### config.mk
export PLATFORM = sky130hd
export DESIGN_NAME = param_router_arb
export DESIGN_NICKNAME = d
export VERILOG_FILES = /design/src/rtl/param_router_arb.sv
export SDC_FILE = /design/constraint.sdc
export NUM_CORES = 1
export LEC_CHECK = 0
export BUFFER_PORTS_ARGS = -buffer_cell sky130_fd_sc_hd__buf_4
export CAP_MARGIN = 10
export CELL_PAD_IN_SITES_DETAIL_PLACEMENT = 0
export CELL_PAD_IN_SITES_GLOBAL_PLACEMENT = 1
export CORE_ASPECT_RATIO = 1.25
export CORE_UTILIZATION = 25
export DETAILED_ROUTE_END_ITERATION = 10
export PLACE_DENSITY_LB_ADDON = 0.1
export SLEW_MARGIN = 20
export SYNTH_ARGS = -nofsm -noshare
export SYNTH_HDL_FRONTEND = slang
export SYNTH_SLANG_ARGS = --single-unit
### constraint.sdc
create_clock -name clk -period 1.8 [get_ports clk]
set_input_delay 0.45 -clock clk [delete_from_list [all_inputs] [get_ports clk]]
set_output_delay 0.45 -clock clk [all_outputs]
set_load 0.1 [all_outputs]
### src/rtl/param_router_arb.sv
// Parametrised cache bank router: a processor port and a user port share N_CACHE banks.
// Define ROUTER_STATS_EN to add the saturating conflict_cnt output.
module param_router_arb #(
    parameter int N_CACHE = 4,
    parameter int DATA_W  = 16,
    parameter int ADDR_W  = 16,
    parameter int SEL_W   = $clog2(N_CACHE)
) (
    input  logic                      clk,
    input  logic                      rst,
    input  logic                      critical,
    input  logic [SEL_W-1:0]          sel_req,
    input  logic                      sel_req_valid,
    output logic                      switch_done,
    output logic [SEL_W-1:0]          active_sel,
    output logic                      switch_pending,
    input  logic [ADDR_W-1:0]         proce_Addr,
    input  logic [DATA_W-1:0]         proce_DataIn,
    input  logic                      proce_WE,
    output logic [DATA_W-1:0]         proce_DataOut,
    output logic                      proce_stall,
    input  logic [SEL_W-1:0]          user_sel,
    input  logic [ADDR_W-1:0]         user_Addr,
    input  logic [DATA_W-1:0]         user_DataIn,
    input  logic                      user_WE,
    output logic [DATA_W-1:0]         user_DataOut,
    output logic                      user_stall,
    output logic [N_CACHE*ADDR_W-1:0] cache_Addr,
    output logic [N_CACHE*DATA_W-1:0] cache_DataIn,
    output logic [N_CACHE-1:0]        cache_WE,
    input  logic [N_CACHE*DATA_W-1:0] cache_DataOut
`ifdef ROUTER_STATS_EN
    ,
    output logic [15:0]               conflict_cnt
`endif
);

    localparam logic [SEL_W:0] N_LIMIT = (SEL_W+1)'(N_CACHE);

    typedef enum logic [1:0] {IDLE, PENDING, GUARD} state_t;

    state_t           state;
    logic [SEL_W-1:0] next_sel;
    logic [SEL_W-1:0] held_sel;
    logic             held_valid;

    logic             guard;
    logic             user_in_range;
    logic             req_in_range;
    logic             conflict;
    logic             user_owns;
    logic             block_we;
    logic             req_any;
    logic [SEL_W-1:0] req_sel;
    logic             req_sel_ok;
    logic [DATA_W-1:0] proce_rd;
    logic [DATA_W-1:0] user_rd;

    assign guard         = (state == GUARD);
    assign user_in_range = ({1'b0, user_sel} < N_LIMIT);
    assign req_in_range  = ({1'b0, sel_req} < N_LIMIT);
    assign conflict      = user_in_range && (user_sel == active_sel);
    assign user_owns     = user_in_range && !(conflict && critical);
    assign block_we      = guard || rst;

    assign proce_stall = guard || (conflict && !critical);
    assign user_stall  = guard || !user_in_range || (conflict && critical);

    // A request caught during GUARD is replayed from IDLE; a fresh strobe supersedes it.
    assign req_any    = sel_req_valid || held_valid;
    assign req_sel    = sel_req_valid ? sel_req : held_sel;
    assign req_sel_ok = sel_req_valid ? req_in_range : 1'b1;

    always_ff @(posedge clk) begin
        if (rst) begin
            state          <= IDLE;
            active_sel     <= '0;
            next_sel       <= '0;
            held_sel       <= '0;
            held_valid     <= 1'b0;
            switch_pending <= 1'b0;
            switch_done    <= 1'b0;
        end else begin
            switch_done <= 1'b0;
            case (state)
                IDLE: begin
                    if (req_any) begin
                        held_valid <= 1'b0;
                        if (req_sel_ok) begin
                            if (req_sel == active_sel) begin
                                switch_done <= 1'b1;
                            end else begin
                                next_sel <= req_sel;
                                if (critical) begin
                                    state          <= PENDING;
                                    switch_pending <= 1'b1;
                                end else begin
                                    state <= GUARD;
                                end
                            end
                        end
                    end
                end
                PENDING: begin
                    if (sel_req_valid && req_in_range) begin
                        next_sel <= sel_req;
                    end
                    if (!critical) begin
                        state          <= GUARD;
                        switch_pending <= 1'b0;
                    end
                end
                GUARD: begin
                    active_sel  <= next_sel;
                    switch_done <= 1'b1;
                    state       <= IDLE;
                    if (sel_req_valid && req_in_range) begin
                        held_valid <= 1'b1;
                        held_sel   <= sel_req;
                    end
                end
                default: state <= IDLE;
            endcase
        end
    end

    // Bank fan-out: the conflict winner owns a shared bank; untouched banks stay at zero.
    always_comb begin
        cache_Addr   = '0;
        cache_DataIn = '0;
        cache_WE     = '0;
        for (int k = 0; k < N_CACHE; k++) begin
            if (user_owns && (user_sel == SEL_W'(k))) begin
                cache_Addr[k*ADDR_W +: ADDR_W]   = user_Addr;
                cache_DataIn[k*DATA_W +: DATA_W] = user_DataIn;
                cache_WE[k]                      = user_WE && !block_we;
            end else if (active_sel == SEL_W'(k)) begin
                cache_Addr[k*ADDR_W +: ADDR_W]   = proce_Addr;
                cache_DataIn[k*DATA_W +: DATA_W] = proce_DataIn;
                cache_WE[k]                      = proce_WE && !block_we;
            end
        end
    end

    always_comb begin
        proce_rd = '0;
        user_rd  = '0;
        for (int k = 0; k < N_CACHE; k++) begin
            if (active_sel == SEL_W'(k)) proce_rd = cache_DataOut[k*DATA_W +: DATA_W];
            if (user_sel == SEL_W'(k))   user_rd  = cache_DataOut[k*DATA_W +: DATA_W];
        end
    end

    always_ff @(posedge clk) begin
        if (rst) begin
            proce_DataOut <= '0;
            user_DataOut  <= '0;
        end else begin
            if (!proce_stall) proce_DataOut <= proce_rd;
            if (!user_stall)  user_DataOut  <= user_rd;
        end
    end

`ifdef ROUTER_STATS_EN
    // GUARD stalls are not conflicts, so they are excluded from the count.
    always_ff @(posedge clk) begin
        if (rst) begin
            conflict_cnt <= '0;
        end else if (conflict && !guard && (conflict_cnt != 16'hFFFF)) begin
            conflict_cnt <= conflict_cnt + 16'd1;
        end
    end
`endif

endmodule

# Word-level counts from Yosys, hierarchy flattened
# Index checks and enable logic that the tools add are counted.
classes:
  n_eq_ne: 16
  n_reduce_logical: 24
  n_mux: 53
ops:
  columns: ["operator", "n"]
  rows:
  - ["$mux W16", 24]
  - ["$mux W1", 16]
  - ["$mux W2", 8]
  - ["$ne A2 B2 Y1 const B", 6]
  - ["$eq A2 B2 Y1 const B", 5]
  - ["$logic_and A1 B1 Y1", 8]
  - ["$pmux W2 S2", 2]
  - ["$eq A2 B1 Y1 const B", 3]
  - ["$logic_not A2 Y1", 3]
  - ["$pmux W1 S2", 3]
  - ["$reduce_and A3 Y1", 2]
  - ["$reduce_and A5 Y1", 1]
  - ["$eq A2 B2 Y1", 2]
  - ["$logic_or A1 B1 Y1", 4]
  - ["$reduce_and A4 Y1", 1]
  - ["$reduce_bool A2 Y1", 2]
  - ["$logic_not A1 Y1", 3]
word_totals:
  output_inout_bits: 170
  wordCells: 102
  ff_bits: 43

# Longest topological paths before layout
logic_depth:
  word_depth: 6
  ltp_mapped: 7
  ltp_nobuf: 4

# Least setup slack after synthesis
# Ideal clock, no wire load.
synth_path:
  path_type: "reg2out"
  from: "register active_sel[0]"
  to: "output cache_Addr[16]"
  n_path_buf: 3
  path_stages_with_launch: 7
  slack_ps: -2555
  required_ps: 1350
  t_arrival_ps: 3905
  cell_sequence: "dfxtp_1 -> nor2b_1 -> buf_2 -> a21oi_1 -> buf_2 -> clkbuf_1 -> o21ai_0"
synth_via:
  elab_chain_len: 5
synth_lines:
  columns: ["item", "line", "rtl"]
  rows:
  - ["from (decl)", "15", "output logic [SEL_W-1:0] active_sel,"]
  - ["from (signal assigned)", "114", "active_sel <= next_sel;"]
  - ["$eq A2 B2 Y1", "62", "assign conflict = user_in_range && (user_sel == active_sel);"]
  - ["$logic_and A1 B1 Y1", "63", "assign user_owns = user_in_range && !(conflict && critical);"]
  - ["$logic_not A1 Y1", "63", null]
  - ["$logic_and A1 B1 Y1", "133", "if (user_owns && (user_sel == SEL_W'(k))) begin"]
  - ["$mux W16 (*)", "133", null]
  - ["to (decl)", "28", "output logic [N_CACHE*ADDR_W-1:0] cache_Addr,"]
# Mark *: on every way between the ends. The rest lies on a longest branch, timed or not.

# Worst setup path in the final report
layout_path:
  from: "register active_sel[0]"
  to: "output cache_Addr[22]"
# Same word-level chain as after synthesis.

==> impl_summary.md <==
Setup path
The depth of the worst register-to-register path is 7. The most critical setup path has its startpoint at active_sel[0]. The critical path is of the flop to output pin type. In this run the register-to-register setup slack is -80 ps.

Of all nets on the critical path, the largest fanout is 9. STA classifies the critical path startpoint as a flop. The type of element capturing the critical path is an output pin. In this run the worst setup path terminates at cache_Addr[22]. The critical path arrival is 1840 ps. The required time at the worst-slack endpoint is 1350 ps.

The startpoint of the worst register-to-register path is active_sel[0]. The endpoint identified for the worst register-to-register timing path is next_sel[1].

Clock network
The H-tree was split into 2 levels. The clock passes through at most 2 buffers. The clock latency on the worst-skew pair is 290 ps. Clock tree synthesis selected as its root buffer the cell sky130_fd_sc_hd__clkbuf_16. The clock input transition at the sequential cells of the worst setup and hold paths is 70 ps.

Clock tree synthesis inserted a total of 5 buffers. The TritonCTS clock tree is done. The clock sink total is 43. In this run, post-CTS hold repair placed 0 buffers.

Timing
The final critical path takes up 127% of the cycle. The final sum of negative setup slack is -56920 ps. The maximum clock frequency is 0.437 GHz. The transition time at the pin with the least slew margin is 422 ps.

The count of final max-slew check failures is 0. Counting I/O delays and the setup requirement, the final critical path takes 2290 ps. After layout, the worst setup slack is -489 ps. The clock arrives with 5.36 ps of skew. The headroom to the max-slew limit is 71.9%.

Setup repair after global routing could not meet its margin everywhere. The final count of hold timing violations is 0. The final setup violation count is 164.

Floorplan
The full die area is 18600 µm². The initial cell density of the core is 25.6%. After floorplanning, the core was divided into 54 placement rows. The total area inside the core boundary comes to 17600 µm². The height of the chip is 152 µm. In this run the horizontal extent of the chip is 122 µm. For this design the top-level I/O count stands at 308.

Route
The initial detailed-routing violation count is 233. The routed via count is 6524. After detailed routing, the total wire length is 23800 µm. The count of nets left with antenna violations after detail routing is 0. In the detailed route, the total length drawn on met2 is 13000 µm. The remaining design rule violation count is 0. The detailed-routed wire length on met3 is 1330 µm. Signal routing reaches up to met4. The first detailed-routing pass took 4 iterations. After detailed routing, the average wire length per cell comes to 18.8 µm. The via count normalized by instance count is 5.14. After detailed routing, the wire length on met1 is 8500 µm.

Yosys
After synthesis the netlist holds a flip-flop and latch count of 43. The mapped cell area is 4510 µm². The per-instance average area after synthesis is 6.70 µm².

Yosys mapped a number of flops with a built-in enable equal to 0. During synthesis, Yosys emitted a total of 0 warnings. Counting flops with an async set or reset pin after synthesis yields a share of 0%.

Summed over all instances, the cell type with the most area after synthesis is sky130_fd_sc_hd__nand2_1. The share of the Yosys chip area taken by registers is 19.1%. Summed over its instances, the top area cell type makes up 21.8% of the synthesized netlist area. The most used flip-flop cell after synthesis is sky130_fd_sc_hd__dfxtp_1. The unique cell type count in the Yosys netlist is 36.

The post-synth net total is 810. The post-synthesis cell count is 672. Sorting the synthesized cells by area gives the leading types as sky130_fd_sc_hd__nand2_1 (22%), sky130_fd_sc_hd__dfxtp_1 (19%), sky130_fd_sc_hd__mux4_2 (16%).

Layout
The most common library cell in the layout ignoring fill and taps is sky130_fd_sc_hd__buf_4. Summing all multi-input logic gate instances after layout gives 5120 µm². From synthesis to final layout, the design area changed by 168%. The combined flip-flop and latch cell area is 868 µm². The share of final-layout standard cells stronger than drive strength 1 is 65.2%. The number of fill cells is 1257.

In the layout the commonest cells are sky130_fd_sc_hd__buf_4 (225), sky130_fd_sc_hd__nand2_1 (199), sky130_fd_sc_hd__buf_12 (160), sky130_fd_sc_hd__o21ai_4 (128), sky130_fd_sc_hd__nand2_2 (49). The number of nets at the end of the flow is 1182. The antenna diode count is 0.

Power
Dividing total power by cell area gives a power density of 518 nW/µm². The internal portion of total power is 3.11 mW. The worst ir drop on vdd is 0.531 mV. Summing internal, switching and leakage power gives 6.26 mW. The clock network fraction of total power is 14.5%. In this run the power spent charging and discharging nets is 3.15 mW. Net switching is 50.3% of the power. Combinational logic is responsible for 68.4% of the overall power. The static power due to leakage is 4.99 nW.

In this run, flip-flops and latches consume 17.1% of the power.

Flow run
Across the run, the number of max-cap violations was 0.

Global routing
The largest net degree at the start of global routing is 34. After global routing the overflow that remains totals 0. Global routing consumed, over all layers together, 24.5% of the routing resources. The first-pass GRT wire length is 36100 µm.

The initial antenna violation count is 0. The via count of the first global-routing pass is 6788.

Status
The checks that failed: setup timing. The run finished, with violations left.

Place
The detailed placement HPWL is 16300 µm. Routability-driven placement finished with a final weighted congestion of 0.845. During placement, the flow inserted port buffers numbering 307.

Worst hold path
In this run the worst hold path is classified as primary input to flop.
## state kept, by name (all words and copies together) (netlist names)
signal	cells
switch_pending	1
held_valid	1
state	2
user_DataOut	16
switch_done	1
held_sel	2
proce_DataOut	16
next_sel	2
active_sel	2
## worst max-delay path, cell delays in order, from the launching register on
cell and delay (ps):
sky130_fd_sc_hd__dfxtp_4 350, sky130_fd_sc_hd__buf_6 120, sky130_fd_sc_hd__nor2b_4 130, sky130_fd_sc_hd__a21oi_4 200
sky130_fd_sc_hd__buf_12 190, sky130_fd_sc_hd__buf_16 160, sky130_fd_sc_hd__nand2_1 110, sky130_fd_sc_hd__o21ai_4 90
sky130_fd_sc_hd__buf_12 190
## final cells by class
| class | instances | share of cell area [%] |
|---|---|---|
| Timing Repair Buffer | 429 | 46.8 |
| Clock buffer | 5 | 1.04 |
| Inverter | 4 | 0.155 |
| Tap cell | 224 | 2.32 |
| Sequential cell | 43 | 7.19 |
| Clock inverter | 3 | 0.124 |
| Multi-Input combinational cell | 561 | 42.4 |
## through the flow
step / cells / utilization (%) / hold slack (ps) / area (µm²) / setup WS [ps]
after floorplan: 672 / - / 486 / 6340 / -468
after global placement: 1223 / 52.0 / 477 / 9130 / -467
after detailed placement: 1223 / 52.0 / 485 / 9130 / -484
after CTS: 1251 / 65.0 / 418 / 11400 / -486
after global routing: 1269 / 68.8 / 422 / 12100 / -562
final: 1269 / 68.8 / 417 / 12100 / -489
## metal layers
metal  track usage (%)  up-vias
met5                 0        -
met4              9.18        0
met3              3.23       53
met2              47.3      287
met1              26.1     3145
li1                  -     3039
## worst min path at each step
stage,slack (ps),from,cells past startpoint,endpoint
detailed placement,490,user_DataOut[4],2,user_DataOut[4]
floorplan,490,held_sel[1],2,held_sel[1]
global route,420,sel_req[1],3,held_sel[1]
finish,420,sel_req[1],3,held_sel[1]
global placement,480,proce_DataOut[10],2,proce_DataOut[10]
CTS,420,sel_req[1],3,held_sel[1]
## cell families after synthesis
family                 Yosys count  share of synthesized area [%]
buffers and inverters           68                           7.78
multiplexers                    70                           24.4
flip-flops                      43                           19.1
XOR/XNOR                         4                           1.11
AO/OA/AOI/OAI                  161                           19.2
AND/OR/NAND/NOR                326                           28.4
## repair_timing
item,CTS,global route
setup buffers,14,14
pin swaps,16,20
gates cloned,7,7
gates resized for setup,443,95
setup endpoints to repair,165,167
## cells in the mapped netlist, types with 2 or more instances
master,instances
sky130_fd_sc_hd__o211ai_1,3
sky130_fd_sc_hd__nand3_1,2
sky130_fd_sc_hd__xor2_2,2
sky130_fd_sc_hd__nand2_1,262
sky130_fd_sc_hd__inv_1,4
sky130_fd_sc_hd__o21ai_1,5
sky130_fd_sc_hd__and2_1,2
sky130_fd_sc_hd__dfxtp_1,43
sky130_fd_sc_hd__nand3b_1,2
sky130_fd_sc_hd__buf_6,3
sky130_fd_sc_hd__a31oi_1,2
sky130_fd_sc_hd__buf_4,3
sky130_fd_sc_hd__clkbuf_1,29
sky130_fd_sc_hd__a21oi_1,10
sky130_fd_sc_hd__nor2_1,43
sky130_fd_sc_hd__mux4_2,32
sky130_fd_sc_hd__a211oi_1,2
sky130_fd_sc_hd__a311o_1,2
sky130_fd_sc_hd__xor2_1,2
sky130_fd_sc_hd__nor2b_1,5
sky130_fd_sc_hd__nand2b_1,4
sky130_fd_sc_hd__o21ai_0,130
sky130_fd_sc_hd__nor3_1,3
sky130_fd_sc_hd__a221oi_1,2
sky130_fd_sc_hd__mux2i_1,38
sky130_fd_sc_hd__buf_2,27
## power groups by stage
stage / registers [mW] / clock network, mW / logic [mW]
2_1_floorplan: 1.57 / 0 / 2.13
3_3_place_gp: 1.09 / 0 / 3.49
3_5_place_dp: 1.09 / 0 / 3.52
4_1_cts: 1.07 / 0.928 / 4.14
5_1_grt: 1.08 / 0.961 / 4.42
6_report: 1.07 / 0.907 / 4.28
Power figures use the tool's default switching activity.
